--- src/rtl/dmem_arbiter.sv ---
// rtl/dmem_arbiter.sv - two-requester data memory arbiter with lock and round-robin
//
// Purpose: arbitrates a CPU (requester 0) and a debug/DMA port (requester 1)
// onto a synchronous data memory with separate read and write address ports.
// A requester can take ownership with lockn. Ownership ends after at most 16
// consecutive grants. Ties in IDLE go to the round-robin pointer rr.
//
// Ports:
//   clk, rst_n                     clock, asynchronous active-low reset
//   reqN, weN, addrN, wdataN       request fields, held stable until gntN
//   lockN                          keep ownership after the current access
//   gntN                           access accepted this cycle (combinational)
//   rvalidN, rdataN                read data, one cycle after a granted read
//   mem_wen/waddr/wdata/raddr      memory control for the same cycle
//   mem_rdata                      memory read data, one edge after mem_raddr
module dmem_arbiter #(
    parameter int AW = 8,
    parameter int DW = 8
) (
    input  logic          clk,
    input  logic          rst_n,
    input  logic          req0,
    input  logic          req1,
    input  logic          we0,
    input  logic          we1,
    input  logic [AW-1:0] addr0,
    input  logic [AW-1:0] addr1,
    input  logic [DW-1:0] wdata0,
    input  logic [DW-1:0] wdata1,
    input  logic          lock0,
    input  logic          lock1,
    output logic          gnt0,
    output logic          gnt1,
    output logic          rvalid0,
    output logic          rvalid1,
    output logic [DW-1:0] rdata0,
    output logic [DW-1:0] rdata1,
    output logic          mem_wen,
    output logic [AW-1:0] mem_waddr,
    output logic [DW-1:0] mem_wdata,
    output logic [AW-1:0] mem_raddr,
    input  logic [DW-1:0] mem_rdata
);

    typedef enum logic [1:0] {
        IDLE = 2'd0,
        OWN0 = 2'd1,
        OWN1 = 2'd2
    } state_t;

    // The 16th grant of an ownership is taken when the counter still reads 15
    localparam logic [4:0] BURST_LAST = 5'd15;

    state_t        state_q, state_d;
    logic          rr_q, rr_d;
    logic [4:0]    burst_q, burst_d;
    logic          rv0_q, rv0_d;
    logic          rv1_q, rv1_d;
    logic [AW-1:0] waddr_q;
    logic [AW-1:0] raddr_q;
    logic [DW-1:0] wdata_q;

    logic          granted;
    logic          gsel;
    logic          g_we;
    logic          g_lock;
    logic [AW-1:0] g_addr;
    logic [DW-1:0] g_wdata;
    logic          own_lock;

    // Grant decode. Gating with rst_n keeps both grants low during reset.
    // This also keeps the memory strobes at their reset values while reset is low.
    always_comb begin
        gnt0 = 1'b0;
        gnt1 = 1'b0;
        if (rst_n) begin
            case (state_q)
                IDLE: begin
                    if (req0 && (!req1 || !rr_q)) begin
                        gnt0 = 1'b1;
                    end else if (req1) begin
                        gnt1 = 1'b1;
                    end
                end
                OWN0:    gnt0 = req0;
                OWN1:    gnt1 = req1;
                default: ;
            endcase
        end
    end

    assign granted = gnt0 | gnt1;
    assign gsel    = gnt1;
    assign g_we    = gsel ? we1    : we0;
    assign g_lock  = gsel ? lock1  : lock0;
    assign g_addr  = gsel ? addr1  : addr0;
    assign g_wdata = gsel ? wdata1 : wdata0;

    // Memory addresses and data track the granted access.
    // They hold the last value otherwise.
    assign mem_wen   = granted & g_we;
    assign mem_waddr = mem_wen ? g_addr  : waddr_q;
    assign mem_wdata = mem_wen ? g_wdata : wdata_q;
    assign mem_raddr = (granted && !g_we) ? g_addr : raddr_q;

    assign rv0_d   = gnt0 & ~we0;
    assign rv1_d   = gnt1 & ~we1;
    assign rvalid0 = rv0_q;
    assign rvalid1 = rv1_q;
    assign rdata0  = rv0_q ? mem_rdata : '0;
    assign rdata1  = rv1_q ? mem_rdata : '0;

    assign own_lock = (state_q == OWN1) ? lock1 : lock0;

    always_comb begin
        state_d = state_q;
        rr_d    = rr_q;
        burst_d = burst_q;
        if (granted) begin
            burst_d = burst_q + 5'd1;
            if (g_lock && (burst_q != BURST_LAST)) begin
                state_d = gsel ? OWN1 : OWN0;
            end else begin
                state_d = IDLE;
                rr_d    = ~gsel;
            end
        end else if (state_q != IDLE) begin
            // The owner may pause (reqn=0) without losing ownership while locked
            if (!own_lock) begin
                state_d = IDLE;
                rr_d    = (state_q == OWN0);
            end
        end
        if (state_d == IDLE) begin
            burst_d = '0;
        end
    end

    always_ff @(posedge clk or negedge rst_n) begin
        if (!rst_n) begin
            state_q <= IDLE;
            rr_q    <= 1'b0;
            burst_q <= '0;
            rv0_q   <= 1'b0;
            rv1_q   <= 1'b0;
            waddr_q <= '0;
            raddr_q <= '0;
            wdata_q <= '0;
        end else begin
            state_q <= state_d;
            rr_q    <= rr_d;
            burst_q <= burst_d;
            rv0_q   <= rv0_d;
            rv1_q   <= rv1_d;
            waddr_q <= mem_waddr;
            raddr_q <= mem_raddr;
            wdata_q <= mem_wdata;
        end
    end

endmodule

--- config.mk ---
export PLATFORM = sky130hd
export DESIGN_NAME = dmem_arbiter
export DESIGN_NICKNAME = d
export VERILOG_FILES = /design/src/rtl/dmem_arbiter.sv
export SDC_FILE = /design/constraint.sdc
export NUM_CORES = 1
export LEC_CHECK = 0
export CAP_MARGIN = 20
export CORE_UTILIZATION = 40
export CTS_BUF_LIST = sky130_fd_sc_hd__clkbuf_8 sky130_fd_sc_hd__clkbuf_16
export CTS_CLUSTER_SIZE = 20
export DETAILED_ROUTE_END_ITERATION = 10
export PLACE_DENSITY = 0.76
export SLEW_MARGIN = 15
export SYNTH_ARGS = -nofsm -noshare
export SYNTH_HDL_FRONTEND = slang
export SYNTH_SLANG_ARGS = --single-unit
export TNS_END_PERCENT = 100
--- constraint.sdc ---
create_clock -name clk -period 2.7 [get_ports clk]
set_input_delay 0.54 -clock clk [delete_from_list [all_inputs] [get_ports clk]]
set_output_delay 0.54 -clock clk [all_outputs]
set_load 0.005 [all_outputs]
==> results of run 1 <==
==> worst paths after layout <==
check                                      from                   end  slack, ns  cells past startpoint
min in group clk           wdata_q[4]$_DFF_PN0_  wdata_q[4]$_DFF_PN0_       0.50                      1
hold reg to reg            wdata_q[4]$_DFF_PN0_  wdata_q[4]$_DFF_PN0_       0.50                      1
hold / removal                            rst_n     rvalid1$_DFF_PN0_       0.24                      2
setup reg to reg           state_q[1]$_DFF_PN0_  raddr_q[4]$_DFF_PN0_       0.84                      7
setup / recovery                            we1          mem_wdata[0]     -0.007                      7
max in group asynchronous                 rst_n  waddr_q[3]$_DFF_PN0_       2.05                      2
==> flip-flops by register name (all words and copies together), names as in the netlist <==
| signal | cells |
|---|---|
| waddr_q | 8 |
| wdata_q | 8 |
| rvalid0 | 1 |
| raddr_q | 8 |
| burst_q | 5 |
| state_q | 2 |
| rr_q | 1 |
| rvalid1 | 1 |
==> layer usage <==
layer,vias up,part of all wire (%),track usage [%]
met2,78,51,37.5
met3,10,6.9,7.07
met5,-,0,0
li1,770,-,-
met4,0,1.8,6.00
met1,775,40,23.4
==> worst max-delay path: cells and delay by family <==
family | cells | cell delay, ns
compound gates | 1 | 0.25
simple gates | 1 | 0.13
buf+inv | 4 | 0.92
mux | 1 | 0.33
==> power breakdown <==
part	internal [mW]	switching, mW
combinational	0.439	0.267
clock	0.274	0.198
sequential	0.628	0.0489
==> synthesized netlist by cell type (2+ instances only) <==
cell / count
and3b_2: 2
mux2i_1: 3
ha_1: 2
inv_1: 5
mux2_2: 40
dfrtp_1: 34
o21a_1: 2
and2_1: 16
o21ai_1: 2
buf_6: 3
o211ai_1: 2
nor2b_1: 2
nor3_1: 2
a21oi_1: 5
nand3_2: 2
==> metrics by stage <==
step / worst slack [ns] / area, sq um / TNS [ns] / utilization [%] / hold WS (ns)
2_1_floorplan: 0.390 / 1850 / 0 / - / 0.244
3_3_place_gp: -0.502 / 2950 / -11.66 / 67.2 / 0.479
3_5_place_dp: -0.531 / 2950 / -12.23 / 67.2 / 0.483
4_1_cts: -0.0462 / 3150 / -0.387 / 71.9 / 0.233
5_1_grt: -0.0840 / 3240 / -0.791 / 73.9 / 0.234
6_report: -0.00739 / 3240 / -0.0249 / 73.9 / 0.236
==> what timing repair did <==
item | 4_1_cts | 5_1_grt
setup buffers | 4 | 5
gates cloned | 1 | 3
resized for setup | 53 | 64
setup endpoints to repair | 25 | 25
pin swaps | 2 | 4
==> cells by family after synthesis <==
group / after synthesis
buffers and inverters: 9
DFF: 34
xor gates and xnor gates: 2
muxes: 43
adders and majority gates: 2
AOI/OAI and AO/OA: 20
and+or+nand+nor: 35
==> final cells by class <==
cell class,count,area (sq um)
Tap cell,52,65.1
Fill cell,323,1140
Multi-Input combinational cell,102,1050
Sequential cell,34,852
Inverter,5,18.8
Timing Repair Buffer,122,1140
Clock inverter,3,45.0
Clock buffer,5,68.8
==> metrics.md, run 1 <==
| Metric | Value |
|---|---|
| CP Launch Type | primary input |
| Slowest cell on crit path | clkdlybuf4s50_1 |
| Setup crit end kind | output pin |
| Post-detailed-route wirelength per cell | 16.5 microns |
| Total nets after synthesis | 195 |
| I/O Pins | 93 |
| Mean area per synthesized cell | 12.7 sq um |
| Delay of the slowest critical-path stage | 0.51 ns |
| Most used flip-flop cell after synthesis | dfrtp_1 |
| Post-DRT Antenna Nets | 0 |
| Routed WL | 5.32 mm |
| Root Buffer | clkbuf_8 |
| RSZ-0062 raised after global routing | true |
| Max-cap violations | 0 |
| Most common cell after layout, fill and taps aside | clkdlybuf4s50_1 |
| Seq/Total Area, Yosys | 46.1% |
| Crit Path Category | in -> out |
| Critical path arrival | 2.17 ns |
| Inserted Diodes | 0 |
| CTS hold repair buffers | 0 |
| Mux cell area share after synthesis | 26.0% |
| Min Tclk post-route | 2.71 ns |
| Fin crit share | 100% |
| Crit Path Max Fanout | 4 |
| Placed cells | 303 |
| Most frequent cells in the layout | clkdlybuf4s50_1, dfrtp_1, mux2_4 |
| Post-Syn Area | 0.00185 sq mm |
| DR vias | 1633 |
| Clock slew at reported path FFs | 0.07 ns |
| Synthesis-to-layout area growth | 75.5% |
| Min-delay worst type | in -> async |
| Post-synth ARST share | 100% |
| Post-synth top area share | 46.1% |
| Compound-cell area share of the yosys netlist | 8.13% |
| Critical path cell sequence | clkdlybuf4s50_1 > nand3_2 > a21oi_4 > buf_4 > clkbuf_16 > mux2_2 > clkbuf_2 |
| Number of global-route vias before repair | 1662 |
| Top cells by area, synth | dfrtp_1, mux2_2, and2_1 |
| Hpwl dp | 3.77 mm |
| Dominant cell type by area after synthesis | dfrtp_1 |
| Placeable Area | 0.00438 sq mm |
| Setup Skew | 0.00547 ns |
| Share of cells above drive strength 1 | 42.8% |
| Synth Area in Adders | 1.36% |
| GRT Overall Usage | 20.9% |
| IR drop worst, VDD | 621 uV |
| Die width | 69.9 microns |
| CTS max path bufs | 2 |
| Slew HR | 75.2% |
| # nets final | 320 |
| Post-Synth Simple-Gate Area | 14.2% |
| Drt pass-1 iters | 5 |
| Outcome | complete, but fails checks |
| Ys Warns | 0 |
| GRT Residual Overflow | 0 |
| Count of different cell masters after synthesis | 38 |
| Layout Cells excl Fill | 323 |
| Die outline height | 69.9 microns |
| Drt initial violations | 29 |
| Fmax | 369 MHz |
| DRC viols | 0 |
| EDFF count, synth | 0 |
| Hold Vio Cnt, Final | 0 |
| GPL Wtd Cong | 0.799 |
| Antenna violations before repair | 0 |
| Leakage | 1.45 nW |
| H-Tree Level Count | 2 |
| DIE AREA | 0.00489 sq mm |
| Final WS setup | -0.00739 ns |
| Synth Register Bits | 34 |
| PortBufs | 92 |
| Critical Path RT | 2.16 ns |
| Power per cell area | 572 mW/mm^2 |
| Largest net degree at the start of global routing | 30 |
| Via density | 5.06 |
| Largest family of logic cells by synthesized area | multiplexers |
| Skew-Pair Late Insertion Delay | 0.29 ns |
| Finish-stage setup viols | 4 |
| Slew Viols, Final | 0 |
| Cells after Synth | 145 |
| Post-Synth XOR/XNOR Area | 0.949% |
| Violated checks | negative setup slack |
| CTS sink cnt | 34 |
| Num rows | 24 |
| Num CTS Buffers | 5 |
| TritonCTS clock tree | built |
| Design Power | 1.86 mW |
| Worst-Margin Slew | 0.372 ns |
| First-pass GRT wire length | 7.82 mm |
| Starting utilization of the core area | 42.1% |
Note: power is estimated with default switching activity, not from simulation.
==> run 2: changes to the inputs <==
==> constraint.sdc (replaced) <==
create_clock -name clk -period 2.7 [get_ports clk]
set_input_delay 0.54 -clock clk [delete_from_list [all_inputs] [get_ports clk]]
set_output_delay 0.54 -clock clk [all_outputs]
set_load 0.01 [all_outputs]
==> run 2 against run 1 <==
The run now ends clean; combinational power is 27% higher; wire length up 2.4%; hold slack improved by 0.0090 ns; register-to-register slack lost 0.13 ns.
==> metrics.md, run 2 (synthesized netlist as in run 1, its figures left out) <==
| Metric | Value |
|---|---|
| Outcome | complete, no violations |
| I/O Pins | 93 (unchanged) |
| Worst r2r src | state_q[1]$_DFF_PN0_ |
| Worst-Margin Slew | 0.374 ns (+0.00290 ns) |
| Biggest regs | raddr_q x8, waddr_q x8, wdata_q x8 |
| Min Tclk post-route | 2.70 ns (-0.00850 ns) |
| Setup Skew | 0.00620 ns (+0.000732 ns) |
| Min-delay worst type | in -> async |
| CTS max path bufs | 2 (unchanged) |
| Design Power | 1.96 mW (+5.8%) |
| RR Endpoint | wdata_q[4]$_DFF_PN0_ |
| # nets final | 322 (+0.63%) |
| Num rows | 24 (unchanged) |
| Finish-stage setup viols | 0 (-4) |
| DRC viols | 0 (unchanged) |
| Placeable Area | 0.00438 sq mm (unchanged) |
| Reg-to-reg setup timing slack | 0.71 ns (-0.13 ns) |
| CP Launch Type | flop |
| Slew Viols, Final | 0 (unchanged) |
| GRT Residual Overflow | 0 (unchanged) |
| Most common cell after layout, fill and taps aside | clkdlybuf4s50_1 |
| DR vias | 1678 (+2.8%) |
| Die width | 69.9 microns (unchanged) |
| Number of global-route vias before repair | 1738 (+4.6%) |
| Crit Path Category | reg -> out |
| Post-detailed-route wirelength per cell | 16.8 microns (+1.7%) |
| Starting utilization of the core area | 42.1% (unchanged) |
| Critical path arrival | 2.16 ns (about the same) |
| GRT Overall Usage | 23.1% (+2.2 points) |
| Worst Setup SP | state_q[1]$_DFF_PN0_ |
| DIE AREA | 0.00489 sq mm (unchanged) |
| Critical Path RT | 2.16 ns (about the same) |
| End point of the critical path | mem_wdata[4] |
| Area of the multi-input gates | 0.00108 sq mm (+2.7%) |
| Share of cells above drive strength 1 | 44.0% (+1.2 points) |
| Crit Path Max Fanout | 9 (+5) |
| GPL Wtd Cong | 0.838 (+4.9%) |
| Fin crit share | 100% (-0.31 points) |
| Slew HR | 75.0% (-0.19 points) |
| R2R cell count | 8 (+1) |
| Max-cap violations | 0 (unchanged) |
| RSZ-0062 raised after global routing | true |
| Antenna violations before repair | 0 (unchanged) |
| PortBufs | 92 (unchanged) |
| Root Buffer | clkbuf_8 |
| Leakage | 1.52 nW (+4.8%) |
| Reg area | 852 sq um (unchanged) |
| CTS hold repair buffers | 0 (unchanged) |
| Post-Route Setup TNS | 0 ns (+0.0249 ns) |
| TritonCTS clock tree | built |
| Drt initial violations | 65 (+120%) |
| Synthesis-to-layout area growth | 81.8% |
| Skew-Pair Late Insertion Delay | 0.29 ns (about the same) |
| Power per cell area | 585 mW/mm^2 (+2.1%) |
| Inserted Diodes | 0 (unchanged) |
| WHS | 0.245 ns (+0.00902 ns) |
| IR drop worst, VDD | 443 uV (-29%) |
| Routed WL | 5.45 mm (+2.4%) |
| H-Tree Level Count | 2 (unchanged) |
| Clock slew at reported path FFs | 0.07 ns (about the same) |
| Largest net degree at the start of global routing | 31 (+3.3%) |
| Via density | 5.16 (+2.1%) |
| Post-DRT Antenna Nets | 0 (unchanged) |
| Fmax | 371 MHz (+0.32%) |
| Drt pass-1 iters | 4 (-1) |
| Hpwl dp | 3.59 mm (-4.7%) |
| Most frequent cells in the layout | clkdlybuf4s50_1, dfrtp_1, mux2_4 |
| Hold Vio Cnt, Final | 0 (unchanged) |
| # fillers | 300 (-7.1%) |
| First-pass GRT wire length | 8.76 mm (+12%) |
| CTS sink cnt | 34 (unchanged) |
| Num CTS Buffers | 5 (unchanged) |
| Die outline height | 69.9 microns (unchanged) |
| Setup crit end kind | output pin |
## run 2: how the worst min path moves through the flow
stage / from / end
after floorplan: rst_n / burst_q[0]$_DFFE_PN0P_
after global placement: wdata_q[0]$_DFF_PN0_ / wdata_q[0]$_DFF_PN0_
after detailed placement: wdata_q[0]$_DFF_PN0_ / wdata_q[0]$_DFF_PN0_
after CTS: rst_n / rvalid1$_DFF_PN0_
after global routing: rst_n / rvalid1$_DFF_PN0_
final: rst_n / rvalid1$_DFF_PN0_
## run 2: what timing repair did
action	CTS	global route
cloned	3	0
pin swaps	3	1
setup buffers	10	1
hold endpoints to repair	0	0
resized for setup	128	38
setup endpoints to repair	25	24
## run 2: per-layer routing
| metal | global-route usage [%] | share of wire, % |
|---|---|---|
| met5 | 0 | 0 |
| met4 | 6.00 | 0.97 |
| met3 | 5.63 | 7.8 |
| met2 | 40.1 | 51 |
| met1 | 28.7 | 40 |
## run 2: power by group
| group | internal (mW) | switching [mW] |
|---|---|---|
| registers | 0.630 | 0.0497 |
| logic | 0.556 | 0.341 |
| clock network | 0.202 | 0.184 |
| total | 1.39 | 0.575 |
## run 2: through the flow
stage          util, %  instance area (sq um)  worst slack [ns]  cells
3_3_place_gp      67.4                   2950            -0.534    304
6_report          76.6                   3360           0.00111    325
2_1_floorplan        -                   1850             0.359    145
5_1_grt           76.6                   3360           -0.0547    325
4_1_cts           73.1                   3200          -0.00366    325
3_5_place_dp      67.4                   2950            -0.541    304
## run 2: cell type report
class | count | area share (%)
Clock buffer | 6 | 2.46
Multi-Input combinational cell | 102 | 32.2
Inverter | 5 | 0.559
Tap cell | 52 | 1.94
Sequential cell | 34 | 25.4
Clock inverter | 2 | 0.261
Timing Repair Buffer | 124 | 37.2
## run 2: critical path, stage by stage, from the launching register on
cell and delay, ns:
dfrtp_1 0.41, buf_4 0.16, or3b_4 0.42, nand3_4 0.09, a21oi_4 0.07, buf_4 0.15
buf_12 0.14, mux2_4 0.31, buf_6 0.12
==> run 3: changes to the inputs <==
--- a/config.mk
+++ b/config.mk
@@ -6,11 +6,11 @@
 export NUM_CORES = 1
 export LEC_CHECK = 0
 export CAP_MARGIN = 20
-export CORE_UTILIZATION = 40
+export CORE_UTILIZATION = 43
 export CTS_BUF_LIST = sky130_fd_sc_hd__clkbuf_8 sky130_fd_sc_hd__clkbuf_16
 export CTS_CLUSTER_SIZE = 20
 export DETAILED_ROUTE_END_ITERATION = 10
-export PLACE_DENSITY = 0.76
+export PLACE_DENSITY = 0.81
 export SLEW_MARGIN = 15
 export SYNTH_ARGS = -nofsm -noshare
 export SYNTH_HDL_FRONTEND = slang
==> constraint.sdc (replaced) <==
create_clock -name clk -period 3.4 [get_ports clk]
set_input_delay 0.68 -clock clk [delete_from_list [all_inputs] [get_ports clk]]
set_output_delay 0.68 -clock clk [all_outputs]
set_load 0.1 [all_outputs]
==> run 3 against run 2 <==
Critical path depth down 1; register-to-register slack better by 0.82 ns; clock power down 19%; worst setup slack better by 0.11 ns; non-clock buffer count down 25.
==> metrics.md, run 3 (synthesized netlist as in run 1, its figures left out) <==
| Metric | Value |
|---|---|
| Fmax | 304 MHz |
| DRC viols | 0 (unchanged) |
| GRT Residual Overflow | 0 (unchanged) |
| Share of cells above drive strength 1 | 44.8% (+0.80 points) |
| Routed WL | 4.94 mm (-9.4%) |
| Leakage | 1.39 nW (-8.7%) |
| Biggest regs | raddr_q x8, waddr_q x8, wdata_q x8 |
| Num rows | 23 (-4.2%) |
| Num CTS Buffers | 5 (unchanged) |
| Setup Skew | 0.00531 ns (-0.000889 ns) |
| Min-delay worst type | in -> async |
| Min Tclk post-route | 3.29 ns |
| Via density | 5.18 (+0.27%) |
| TritonCTS clock tree | built |
| Setup crit end kind | output pin |
| Hold Vio Cnt, Final | 0 (unchanged) |
| GPL Wtd Cong | 0.816 (-2.7%) |
| Starting utilization of the core area | 45.5% (+3.4 points) |
| Fin crit share | 96.7% |
| Clock slew at reported path FFs | 0.07 ns (about the same) |
| Util after Layout | 78.5% (+1.9 points) |
| Power per cell area | 734 mW/mm^2 (+26%) |
| Reg-to-reg setup timing slack | 1.53 ns (+0.82 ns) |
| RSZ-0062 raised after global routing | false |
| Slew Viols, Final | 0 (unchanged) |
| Root Buffer | clkbuf_8 |
| Drt pass-1 iters | 4 (unchanged) |
| Most frequent cells in the layout | clkdlybuf4s50_1, mux2_2, dfrtp_1 |
| Met2 usage | 42.2% (+2.1 points) |
| Design Power | 2.34 mW (+19%) |
| PortBufs | 92 (unchanged) |
| Outcome | complete, no violations |
| Setup Buffers After CTS | 0 (-10) |
| DIE AREA | 0.00456 sq mm (-6.8%) |
| H-Tree Level Count | 2 (unchanged) |
| CP Launch Type | primary input |
| Most common cell after layout, fill and taps aside | clkdlybuf4s50_1 |
| CTS sink cnt | 34 (unchanged) |
| Crit Path Max Fanout | 17 (+8) |
| Drt initial violations | 67 (+3.1%) |
| GRT met3 Usage | 6.25% (+0.62 points) |
| Synthesis-to-layout area growth | 72.4% |
| Post-Route Setup TNS | 0 ns (unchanged) |
| Hpwl dp | 3.88 mm (+8.2%) |
| Critical path arrival | 2.61 ns (+0.45 ns) |
| Worst-Margin Slew | 0.714 ns (+0.340 ns) |
| I/O Pins | 93 (unchanged) |
| CTS max path bufs | 2 (unchanged) |
| Placeable Area | 0.00406 sq mm (-7.4%) |
| Finished Cell Area | 0.00318 sq mm (-5.1%) |
| Worst r2r src | burst_q[0]$_DFFE_PN0P_ |
| PostCTS Resize Cnt | 0 (-100%) |
| Finish-stage setup viols | 0 (unchanged) |
| Post-DRT Antenna Nets | 0 (unchanged) |
| Skew-Pair Late Insertion Delay | 0.28 ns (about the same) |
| # nets final | 297 (-7.8%) |
| Die outline height | 67.5 microns (-3.4%) |
| Met1 Use GR | 26.1% (-2.5 points) |
| GRT Overall Usage | 23.8% (+0.72 points) |
| Number of global-route vias before repair | 1650 (-5.1%) |
| Busiest grt layer | met2 |
| Placed cells | 290 (-4.6%) |
| Crit Path Category | in -> out |
| Largest net degree at the start of global routing | 25 (-19%) |
| Critical Path RT | 2.72 ns (+0.56 ns) |
| Slew HR | 51.9% (-23 points) |
| R2R cell count | 6 (-2) |
| # fillers | 245 (-18%) |
| CTS hold repair buffers | 0 (unchanged) |
| DR vias | 1548 (-7.7%) |
| Antenna violations before repair | 0 (unchanged) |
| First-pass GRT wire length | 7.73 mm (-12%) |
| Die width | 67.5 microns (-3.4%) |
| Post-detailed-route wirelength per cell | 16.5 microns (-1.5%) |
| IR drop worst, VDD | 484 uV (+9.3%) |
| RR Endpoint | burst_q[4]$_DFFE_PN0P_ |
| Layout Cells excl Fill | 299 (-8.0%) |
| Area of placed instances | 0.00309 sq mm (+4.5%) |
| Max-cap violations | 0 (unchanged) |
==> run 3: worst max-delay path: stages <==
cell and delay (ns):
clkdlybuf4s50_1 0.51, nor3b_4 0.27, o21ai_1 0.19, a21oi_4 0.21, buf_12 0.18, mux2_2 0.39, buf_12 0.18
==> run 3: metal layers <==
| layer | routed length [microns] | part of all wire, % |
|---|---|---|
| met5 | 0 | 0 |
| met4 | 54 | 1.1 |
| met3 | 360 | 7.3 |
| met2 | 2650 | 54 |
| met1 | 1870 | 38 |
==> run 3: where the power goes <==
part / total [mW] / internal, mW / leakage, nW / switching, mW
Sequential: 0.536 / 0.499 / 0.419 / 0.0369
Clock: 0.313 / 0.163 / 0.0472 / 0.150
Combinational: 1.49 / 0.534 / 0.925 / 0.956
Total: 2.34 / 1.20 / 1.39 / 1.14
==> run 3: worst max-delay path by stage <==
stage / cells past startpoint / slack [ns] / endpoint / startpoint
floorplan: 2 / 0.32 / gnt0 / req1
global placement: 7 / 0.16 / mem_waddr[6] / req0
detailed placement: 7 / 0.12 / mem_wdata[4] / req0
CTS: 7 / 0.11 / mem_waddr[5] / req0
global route: 7 / 0.04 / mem_wdata[1] / req0
finish: 7 / 0.11 / mem_wdata[4] / req0
==> run 3: layout make-up <==
type	count	area, sq um	share of cell area (%)
inverter	5	18.8	0.589
timing repair buffer	99	1220	38.3
multi-input combinational	102	936	29.4
sequential	34	851	26.7
antenna	1	2.50	0.0786
clock inverter	2	12.5	0.393
clock buffer	6	82.6	2.59
tap	50	62.6	1.96
==> run 3: stage by stage <==
stage | worst slack [ns] | hold slack, ns
6_report | 0.111 | 0.204
4_1_cts | 0.113 | 0.200
3_5_place_dp | 0.119 | 0.505
2_1_floorplan | 0.324 | 0.384
3_3_place_gp | 0.162 | 0.506
5_1_grt | 0.0422 | 0.190
